==> config.mk <==
export PLATFORM = sky130hd
export DESIGN_NAME = alu_op_issuer
export DESIGN_NICKNAME = d
export VERILOG_FILES = /design/src/rtl/alu_op_issuer.sv
export SDC_FILE = /design/constraint.sdc
export NUM_CORES = 1
export LEC_CHECK = 0
export CORE_MARGIN = 3
export CORE_UTILIZATION = 30
export CTS_CLUSTER_SIZE = 40
export DETAILED_ROUTE_END_ITERATION = 7
export HOLD_SLACK_MARGIN = 0.15
export MAX_ROUTING_LAYER = met4
export PLACE_DENSITY = 0.6
export SKIP_LAST_GASP = 1
export SLEW_MARGIN = 20
export SYNTH_ARGS = -nofsm -noshare
export SYNTH_HDL_FRONTEND = slang
export SYNTH_SLANG_ARGS = --single-unit
==> constraint.sdc <==
create_clock -name clk -period 3.86 [get_ports clk]
set_input_delay 0.386 -clock clk [delete_from_list [all_inputs] [get_ports clk]]
set_output_delay 0.386 -clock clk [all_outputs]
set_load 0.02 [all_outputs]
==> src/rtl/alu_op_issuer.sv <==
// alu_op_issuer: registers ALU ops into an issue stage, captures results into a response stage, and forwards the newest result
// ports: clk/rst; req_* request handshake with operands, per-operand forward selects and tag;
// alu_oper/alu_a/alu_b drive the external combinational ALU, alu_result returns from it;
// rsp_* response handshake with data and tag; retired_count counts handed-off responses (wraps at 2^16)
module alu_op_issuer #(
  parameter int WIDTH = 32,
  parameter int OPER_WIDTH = 4,
  parameter int TAG_WIDTH = 4
) (
  input  logic                  clk,
  input  logic                  rst,
  input  logic                  req_valid,
  output logic                  req_ready,
  input  logic [OPER_WIDTH-1:0] req_oper,
  input  logic [WIDTH-1:0]      req_a,
  input  logic [WIDTH-1:0]      req_b,
  input  logic                  req_a_fwd,
  input  logic                  req_b_fwd,
  input  logic [TAG_WIDTH-1:0]  req_tag,
  output logic [OPER_WIDTH-1:0] alu_oper,
  output logic [WIDTH-1:0]      alu_a,
  output logic [WIDTH-1:0]      alu_b,
  input  logic [WIDTH-1:0]      alu_result,
  output logic                  rsp_valid,
  input  logic                  rsp_ready,
  output logic [WIDTH-1:0]      rsp_data,
  output logic [TAG_WIDTH-1:0]  rsp_tag,
  output logic [15:0]           retired_count
);
  logic s0_valid, s1_free, s0_adv, accept;
  logic [TAG_WIDTH-1:0] s0_tag;
  logic [WIDTH-1:0] last_result, fwd;
  assign s1_free = !rsp_valid || rsp_ready;
  assign s0_adv = s0_valid && s1_free;
  assign req_ready = !s0_valid || s1_free;
  assign accept = req_valid && req_ready;
  // the op in S0 is always the newest accepted one, so its live result wins over the stored one
  assign fwd = s0_valid ? alu_result : last_result;
  always_ff @(posedge clk or posedge rst)
    if (rst) begin
      s0_valid <= 1'b0;
      alu_oper <= '0;
      alu_a <= '0;
      alu_b <= '0;
      s0_tag <= '0;
      rsp_valid <= 1'b0;
      rsp_data <= '0;
      rsp_tag <= '0;
      last_result <= '0;
      retired_count <= '0;
    end else begin
      if (accept) begin
        s0_valid <= 1'b1;
        alu_oper <= req_oper;
        alu_a <= req_a_fwd ? fwd : req_a;
        alu_b <= req_b_fwd ? fwd : req_b;
        s0_tag <= req_tag;
      end else if (s0_adv) s0_valid <= 1'b0;
      if (s0_adv) begin
        rsp_valid <= 1'b1;
        rsp_data <= alu_result;
        rsp_tag <= s0_tag;
        last_result <= alu_result;
      end else if (rsp_ready) rsp_valid <= 1'b0;
      if (rsp_valid && rsp_ready) retired_count <= retired_count + 16'd1;
    end
endmodule

==> metrics.md <==
| Metric | Value |
|---|---|
| Synth Area in Compound Gates | 11.4% |
| CP max-delay cell | dfrtp_2 |
| Crit path buffers/inverters | 1 |
| # clock sinks | 126 |
| GRT Max-Usage Layer | met2 |
| Yosys top cell by area | dfrtp_1 |
| Hold_buf cts | 0 |
| Most common flop cell mapped by yosys | dfrtp_1 |
| Avg WL per Cell | 16.6 um |
| Synth async-reset ratio | 100% |
| Crit Path Max Fanout | 15 |
| PostCTS Resize Cnt | 0 |
| Cell Rows | 49 |
| Top cell type's share of synthesized area | 56.2% |
| Placer Congestion | 0.804 |
| Initial Util | 30.9% |
| CTS Buf Count | 17 |
| Cell Count, Final, Fillers Out | 1005 |
| Worst Tran Pin Value | 1020 ps |
| Peak VDD IR | 282 uV |
| Crit path max-delay family | flip-flops |
| Detailed-route via count | 4701 |
| Syn_area_per_cell | 10.3 sq um |
| Setup crit end kind | output pin |
| Setup Skew | 7.50 ps |
| Pin count of the biggest net entering global routing | 77 |
| Global-route wire length before repair | 25900 um |
| ANT cells | 0 |
| Syn Std Cell Area | 5610 sq um |
| Most frequent cells in the layout | 229 x clkdlybuf4s50_1, 133 x nand2_1, 128 x o21ai_0 |
| H-tree levels | 4 |
| Fraction of the cycle the final worst path needs | 59.7% |
| # IOs | 232 |
| Worst path arrival time | 1920 ps |
| Unique cell type count in the Yosys netlist | 27 |
| Clock-pin slew on the worst setup and hold paths | 60 ps |
| Global route overflow | 0 |
| Setup_tns | 0 ps |
| Number of synthesized flops with an enable pin | 0 |
| Pins Over Slew Limit | 0 |
| Slew headroom | 31.9% |
| Drt via density | 4.68 |
| Critical Path RT | 3470 ps |
| Post-DRT Antenna Nets | 0 |
| Layout cells sized above 1 | 11.5% |
| Hold crit path type | primary input to asynchronous set/reset pin |
| Post-Synth XOR/XNOR Area | 2.34% |
| Die Height | 143 um |
| Tot GR Track Use | 16.7% |
| Final Util | 48.3% |
| Mapped Nets | 656 |
| RSZ-0062 raised after global routing | no |
| R2R Setup Slk | 1750 ps |
| Number of max-cap violations | 0 |
| Detailed Route WL | 16700 um |
| #FFs+latches synth | 126 |
| Final Critical Period | 2300 ps |
| DPL Wire Length | 12000 um |
| Status | complete, no violations |
| Cell area power density | 551 nW/um^2 |
| I/O Buffers | 231 |
| Final nets | 874 |
| Chip Width | 143 um |
| Synth Area in Adders | 0.223% |
| Post-synthesis mux area share | 14.7% |
| Syn Inst Count | 545 |
| Met2 Usage GRT | 28.2% |
| Crit path cell chain | nand3b_1, clkdlybuf4s50_1 |
| Ys Warns | 0 |
| Synth Area in Simple Gates | 11.9% |
| Register area share after synthesis | 56.2% |
| Clk Tree Root Cell | clkbuf_16 |
| Core region area | 18100 sq um |
| DR iter-0 viols | 152 |
| Initial antenna violation count | 0 |
| Top cells by area, synth | dfrtp_1 56%, o21ai_0 11%, mux2_2 9.0% |
| Vias in the first global route | 4860 |
| Max Root-Sink Buffers | 2 |
| Final setup viols | 0 |
| Peak Freq | 0.434 GHz |
| Area Growth Syn to Fin | 56.0% |
| Dpl cells | 973 |
| Final Hold Vio Count | 0 |
| Commonest non-fill, non-tap cell in the layout | clkdlybuf4s50_1 |
| First-pass DRT Iterations | 6 |
| Clk_lat worst skew | 410 ps |
| CTS tree | built |
| Startpoint Class | flip-flop |
| Largest family of logic cells by synthesized area | multiplexers |
| DIE AREA | 20400 sq um |
| GR Util met3 | 3.55% |
| GR Util met1 | 20.0% |
| Setup Buffers After CTS | 0 |
| CP peak stage delay | 650 ps |
| Drt drc | 0 |
| Critical path type | flip-flop to output pin |
| Leakage | 0.00375 uW |
[power breakdown]
group          switching, uW  internal, uW
combinational            659           666
sequential               171          1550
clock                    596          1180
[sequential cells by signal, summed over array words and instances, names as in the netlist]
signal / cells
rsp_valid: 1
alu_b: 32
s0_valid: 1
retired_count: 16
rsp_tag: 4
last_result: 32
s0_tag: 4
alu_oper: 4
alu_a: 32
[cells in the mapped netlist, types with 3 or more instances]
master,number
buf_1,3
buf_2,6
buf_4,8
clkbuf_1,18
dfrtp_1,126
inv_1,4
mux2_2,45
mux2i_1,32
nand2_1,133
nand3_1,4
nand4_1,3
nor2_1,3
nor3_1,3
o21ai_0,128
xnor2_1,10
xor2_1,5
[layout make-up]
| cell class | instances | area [sq um] |
|---|---|---|
| fillers | 1633 | 9390 |
| flip-flops and latches | 126 | 3150 |
| repair buffers | 234 | 2350 |
| multi-input cells | 380 | 2280 |
| clock buffers | 19 | 453 |
| well taps | 229 | 287 |
| clock inverters | 13 | 211 |
| inverters | 4 | 17.5 |
[through the flow]
stage / setup WS [ps] / total power [uW] / hold slack [ps] / area [sq um]
global route: 1490 / 5060 / 502 / 8760
floorplan: 118 / 2370 / 475 / 5610
CTS: 1510 / 4890 / 454 / 8750
global placement: 1450 / 3060 / 460 / 8090
detailed placement: 1370 / 3080 / 473 / 8090
finish: 1560 / 4820 / 429 / 8760
[final timing paths]
check,from,endpoint,cells after the start
setup / recovery,s0_valid,req_ready,2
hold / removal,rst,alu_b[1],2
setup reg to reg,s0_valid,alu_b[1],4
hold reg to reg,alu_b[16],alu_b[16],2
max in group asynchronous,rst,alu_b[20],3
min in group clk,alu_b[16],alu_b[16],2
[kinds of logic (layout without fill, tap and decap cells)]
| kind of cell | count (synthesis) | count (layout) |
|---|---|---|
| compound gates | 128 | 128 |
| fa+ha+maj | 1 | 1 |
| mux | 77 | 77 |
| buf+inv | 39 | 270 |
| xor+xnor | 15 | 15 |
| simple gates | 159 | 159 |
| flops | 126 | 126 |
[routing by layer]
| layer | share of wire [%] | vias to the layer above |
|---|---|---|
| met5 | 0 | - |
| met4 | 1.4 | 0 |
| met3 | 5.5 | 16 |
| met2 | 51 | 156 |
| met1 | 42 | 2230 |
| li1 | - | 2299 |
Note: power is estimated with default switching activity, not from simulation.
==> edit 1 (same settings) <==
Make the reset (`rst`) synchronous in one clocked block.
--- a/src/rtl/alu_op_issuer.sv
+++ b/src/rtl/alu_op_issuer.sv
@@ -36,7 +36,7 @@
   assign accept = req_valid && req_ready;
   // the op in S0 is always the newest accepted one, so its live result wins over the stored one
   assign fwd = s0_valid ? alu_result : last_result;
-  always_ff @(posedge clk or posedge rst)
+  always_ff @(posedge clk)
     if (rst) begin
       s0_valid <= 1'b0;
       alu_oper <= '0;
Formal check against the unedited RTL: differs if rst is asserted again (counterexample within 4 cycles, from zero or initial values and one cycle with rst high); with rst held inactive, the same outputs for 10 cycles.
==> edit 1 against the unedited design <==
Synthesized area decreased by 4.8%; sequential cell count is the same; critical endpoint unchanged; maximum frequency decreased by 2.4%; worst setup slack got worse by 57 ps; wire length up 15%; via count is 16% higher; sequential share of layout area down 6.1 points; register-to-register slack worse by 80 ps; count of clock-buffer cells in the layout increased by 2; clock skew grew 0.79 ps; final area down 3.8%; synthesized cell count is 24% higher.
Power is not compared: it rests on default switching activity, and its combinational part moved more than twofold at a synthesized area within 25%.
==> edit 1: results (changes against the unedited design) <==
- Critical Path Fanout Max: 19 (+4)
- Yosys warns: 0 (unchanged)
- Sequential area share after synthesis: 47.2% (-9.0 points)
- Clock Pin Slew Worst Setup and Hold Paths: 50 ps
- Vias: 5447 (+16%)
- Global-route wire length before repair: 29.8 mm (+15%)
- HP Class: in2reg
- PostCTS Resize Cnt: 0 (unchanged)
- RR Startpoint: s0_valid
- DPL Wire Length: 13.1 mm (+8.9%)
- Hold_sp: rst
- Post-synth top cells: 225 x nand2_1, 126 x dfxtp_1, 111 x a21oi_1
- GRT Total Usage: 19.9% (+3.2 points)
- Root Buffer: clkbuf_16
- WL final: 19.1 mm (+15%)
- Initial antenna violation count: 1 (+1)
- Synth unique cells: 29 (+7.4%)
- Layout cells sized above 1: 5.47% (-6.0 points)
- Initial DRC Count: 190 (+25%)
- CP startpoint kind: flip-flop
- Leakage: 3.01 nW
- Avg Vias per Cell: 4.86 (+3.9%)
- Fill cell count: 1701 (+4.2%)
- Area contributors post-synth: dfxtp_1 47%, nand2_1 16%, a21oi_1 10%
- DRT Pass-1 Iters: 4 (-2)
- Placed Instances: 1088 (+12%)
- Post-Syn Instances: 677 (+24%)
- Peak VDD IR: 0.297 mV
- Asr flop ratio synth: 0% (-100 points)
- Port Buffers: 231 (unchanged)
- Final GP Congestion: 0.815 (+1.4%)
- Post-CTS Setup Repair Bufs: 0 (unchanged)
- Slew Limit Headroom: 31.1% (-0.79 points)
- Final setup skew: 8.29 ps (+0.790 ps)
- Status: completed
- Nets: 993 (+14%)
- Largest net degree at the start of global routing: 57 (-26%)
- Post-synth EDFFs: 0 (unchanged)
- CP Data Arrival Time: 1970 ps (+50 ps)
- Vias in the first global route: 5304 (+9.1%)
- Synth Net Count: 788 (+20%)
-- edit 1: cell count changes in the layout (fill, tap and decap cells not counted), moves of 3 or more --
cell	change
o21ai_0	-127
nor2_1	+14
o211ai_1	+64
dfrtp_1	-125
nand2_1	+91
buf_4	+7
mux2_2	-45
clkinv_2	+3
dfxtp_1	+125
a21oi_1	+111
nor4_1	+4
-- edit 1: final cells by class --
| cell class | instances | area [sq um] | share of cell area [%] |
|---|---|---|---|
| diodes | 1 | 2.50 | 0.0297 |
| clock buffers | 21 | 460 | 5.47 |
| clock inverters | 11 | 140 | 1.66 |
| inverters | 2 | 7.51 | 0.0891 |
| multi-input cells | 495 | 2630 | 31.2 |
| flip-flops and latches | 126 | 2520 | 30.0 |
| well taps | 225 | 282 | 3.34 |
| repair buffers | 240 | 2380 | 28.3 |
-- edit 1: where the power goes --
group	switching, W	internal, W	leakage, nW
Sequential	0.0000436	0.00137	1.03
Combinational	0.000302	0.000283	1.70
Clock	0.000584	0.00104	0.285
-- edit 1: critical path, cell delays in order, from the launching register on --
cell,delay (ps)
dfxtp_2,730
nand3b_1,230
clkdlybuf4s50_1,610
-- edit 1: final timing paths --
check | to | slack, ps | cells after the start
worst min-delay path | retired_count[11] | 370 | 2
worst max-delay path | req_ready | 1500 | 2
worst min register to register | alu_b[31] | 450 | 2
worst max register to register | s0_tag[3] | 1670 | 5
-- edit 1: kinds of logic after synthesis --
group	synth area share (%)
fa+ha+maj	0.234
simple gates	20.6
compound gates	19.8
mux	6.20
buf+inv	4.05
xor+xnor	1.97
flops	47.2
-- edit 1: stage by stage --
stage | instance area [sq um] | hold WS, ps | setup WS, ps | utilization (%)
CTS | 8420 | 350 | 1440 | 48.5
detailed placement | 7820 | 442 | 1290 | 45.0
global route | 8420 | 379 | 1420 | 48.5
floorplan | 5350 | 432 | 2080 | -
global placement | 7820 | 438 | 1350 | 45.0
finish | 8420 | 370 | 1500 | 48.5
-- edit 1: routing by layer --
metal / global-route usage, % / up-vias / wire length [um]
li1: - / 2729 / -
met3: 5.70 / 12 / 1310
met2: 31.0 / 190 / 8860
met4: 5.61 / 0 / 218
met5: - / - / 0
met1: 25.3 / 2516 / 8740
==> edit 2 (same flow settings) <==
Without the edit above. The parameter `TAG_WIDTH` goes from 4 to 3.
--- a/src/rtl/alu_op_issuer.sv
+++ b/src/rtl/alu_op_issuer.sv
@@ -5,7 +5,7 @@
 module alu_op_issuer #(
   parameter int WIDTH = 32,
   parameter int OPER_WIDTH = 4,
-  parameter int TAG_WIDTH = 4
+  parameter int TAG_WIDTH = 3
 ) (
   input  logic                  clk,
   input  logic                  rst,
Interface: changed (resized req_tag and rsp_tag); port bits go from 232 to 230. The function was not compared with the original's and may differ.
==> edit 2 against the unedited design <==
Synthesized area is 1.6% lower; worst setup slack worse by 44 ps; wire length is 2.7% higher; clock skew hardly changed; sequential cell count is 2 lower; final area is 1.3% lower; clock power is 6% lower; power is 2.8% lower; largest cell class unchanged.
==> edit 2: results (changes against the unedited design) <==
- Status: completed
- Routing usage on met2: 26.9% (-1.3 points)
- Asr flop ratio synth: 100% (unchanged)
- Vias: 4691 (-0.21%)
- Met3 usage: 5.06% (+1.5 points)
- Reg2reg end: alu_a[8]
- Global-route wire length before repair: 26.8 mm (+3.5%)
- Sequential area share after synthesis: 56.2% (about the same)
- Largest regs: alu_a: 32 flops, alu_b: 32 flops, last_result: 32 flops
- CP Data Arrival Time: 1960 ps (+40 ps)
- Peak VDD IR: 0.303 mV (+7.6%)
- DRT Pass-1 Iters: 5 (-1)
- Leakage: 3.74 nW (-0.39%)
- Hold Crit Depth: 2
- Area contributors post-synth: dfrtp_1 56%, o21ai_0 12%, nand2_1 9.3%
- Nets: 871 (-0.34%)
- Initial DRC Count: 194 (+28%)
- Port Buffers: 229 (-0.87%)
- GRT Total Usage: 17.6% (+0.85 points)
- Seq. pwr: 0.00169 W
- WL met1: 7.55 mm (+8.1%)
- Total CTS buffers: 17 (unchanged)
- Register bit total from synthesis: 124 (-1.6%)
- Final setup skew: 7.04 ps (-0.464 ps)
- Post-CTS Setup Repair Bufs: 0 (unchanged)
- Largest net degree at the start of global routing: 83 (+7.8%)
- Clk buf depth: 2 (unchanged)
- Hold_sp: alu_b[1]
- RR Startpoint: s0_valid
- Routed Antenna Nets: 0 (unchanged)
- Clock Pin Slew Worst Setup and Hold Paths: 60 ps (about the same)
- Synth unique cells: 25 (-7.4%)
- Power Internal: 0.00326 W (-4.1%)
- CP Capture Point: req_ready
- DPL Wire Length: 12.2 mm (+1.7%)
- Initial Util: 31.3% (+0.34 points)
- Fill cell count: 1618 (-0.92%)
- Slew @ Worst Pin: 914 ps (-108 ps)
- Reg2Reg Setup Slack: 1630 ps (-120 ps)
- DR WL/cell: 17.1 um (+3.2%)
- Post-synth top cells: 137 x nand2_1, 128 x o21ai_0, 124 x dfrtp_1
- GR Util met1: 22.6% (+2.5 points)
- Yosys warns: 0 (unchanged)
- HP Class: reg2reg
- Critical path class: reg2out
- Clock latency on the worst-skew pair: 410 ps (about the same)
- PostCTS Resize Cnt: 0 (unchanged)
- Clk pwr: 0.00168 W (-6%)
- Clock share of power: 36.0% (-0.9 points)
- Synth Net Count: 653 (-0.46%)
- Met3 routed WL: 1.26 mm (+37%)
- Setup TNS: 0 ps (unchanged)
- Met2 routed WL: 8.06 mm (-5.6%)
- Final GP Congestion: 0.871 (+8.4%)
- Initial antenna violation count: 1 (+1)
- Vias in the first global route: 4831 (-0.60%)
- Critical Path Fanout Max: 17 (+2)
- Root Buffer: clkbuf_16
- Layout cells sized above 1: 11.6% (+0.16 points)
- H-Tree Depth: 4 (unchanged)
[edit 2: changes by cell type after synthesis, moves of 3 or more]
cell	unedited run	this run
buf_1	3	6
nor3_1	3	0
clkbuf_1	18	15
nor2_1	3	8
buf_4	8	3
nand2_1	133	137
buf_2	6	11
[edit 2: area by class of cell]
| cell class | instances | share of cell area [%] |
|---|---|---|
| sequential | 124 | 35.9 |
| timing repair buffer | 234 | 27.2 |
| multi-input combinational | 381 | 26.1 |
| clock buffer | 17 | 4.92 |
| tap | 225 | 3.26 |
| clock inverter | 15 | 2.29 |
| inverter | 3 | 0.188 |
| antenna | 1 | 0.0290 |
[edit 2: per-stage QoR]
| step | util [%] | setup slack, ps | hold slack, ps | cell area [sq um] | std cells |
|---|---|---|---|---|---|
| after floorplan | - | 175 | 475 | 5520 | 543 |
| after global placement | 45.2 | 1480 | 458 | 7980 | 966 |
| after detailed placement | 45.2 | 1390 | 470 | 7980 | 966 |
| after CTS | 48.7 | 1460 | 484 | 8610 | 998 |
| after global routing | 48.9 | 1400 | 492 | 8640 | 1000 |
| final | 48.9 | 1510 | 478 | 8640 | 1000 |
[edit 2: cell families (layout without fill, tap and decap cells)]
family / count (synthesis) / after routing / share of synthesized area, %
other: 0 / 1 / 0
buffers and inverters: 38 / 269 / 3.04
AND/OR/NAND/NOR: 162 / 162 / 12.0
AO/OA/AOI/OAI: 128 / 128 / 11.6
XOR/XNOR: 15 / 15 / 2.38
flip-flops: 124 / 124 / 56.2
multiplexers: 75 / 75 / 14.6
adder cells (fa/ha/maj): 1 / 1 / 0.227
[edit 2: critical path, cell delays in order (launching register included)]
cell,delay [ps]
dfrtp_2,690
nand3b_1,250
clkdlybuf4s50_1,610
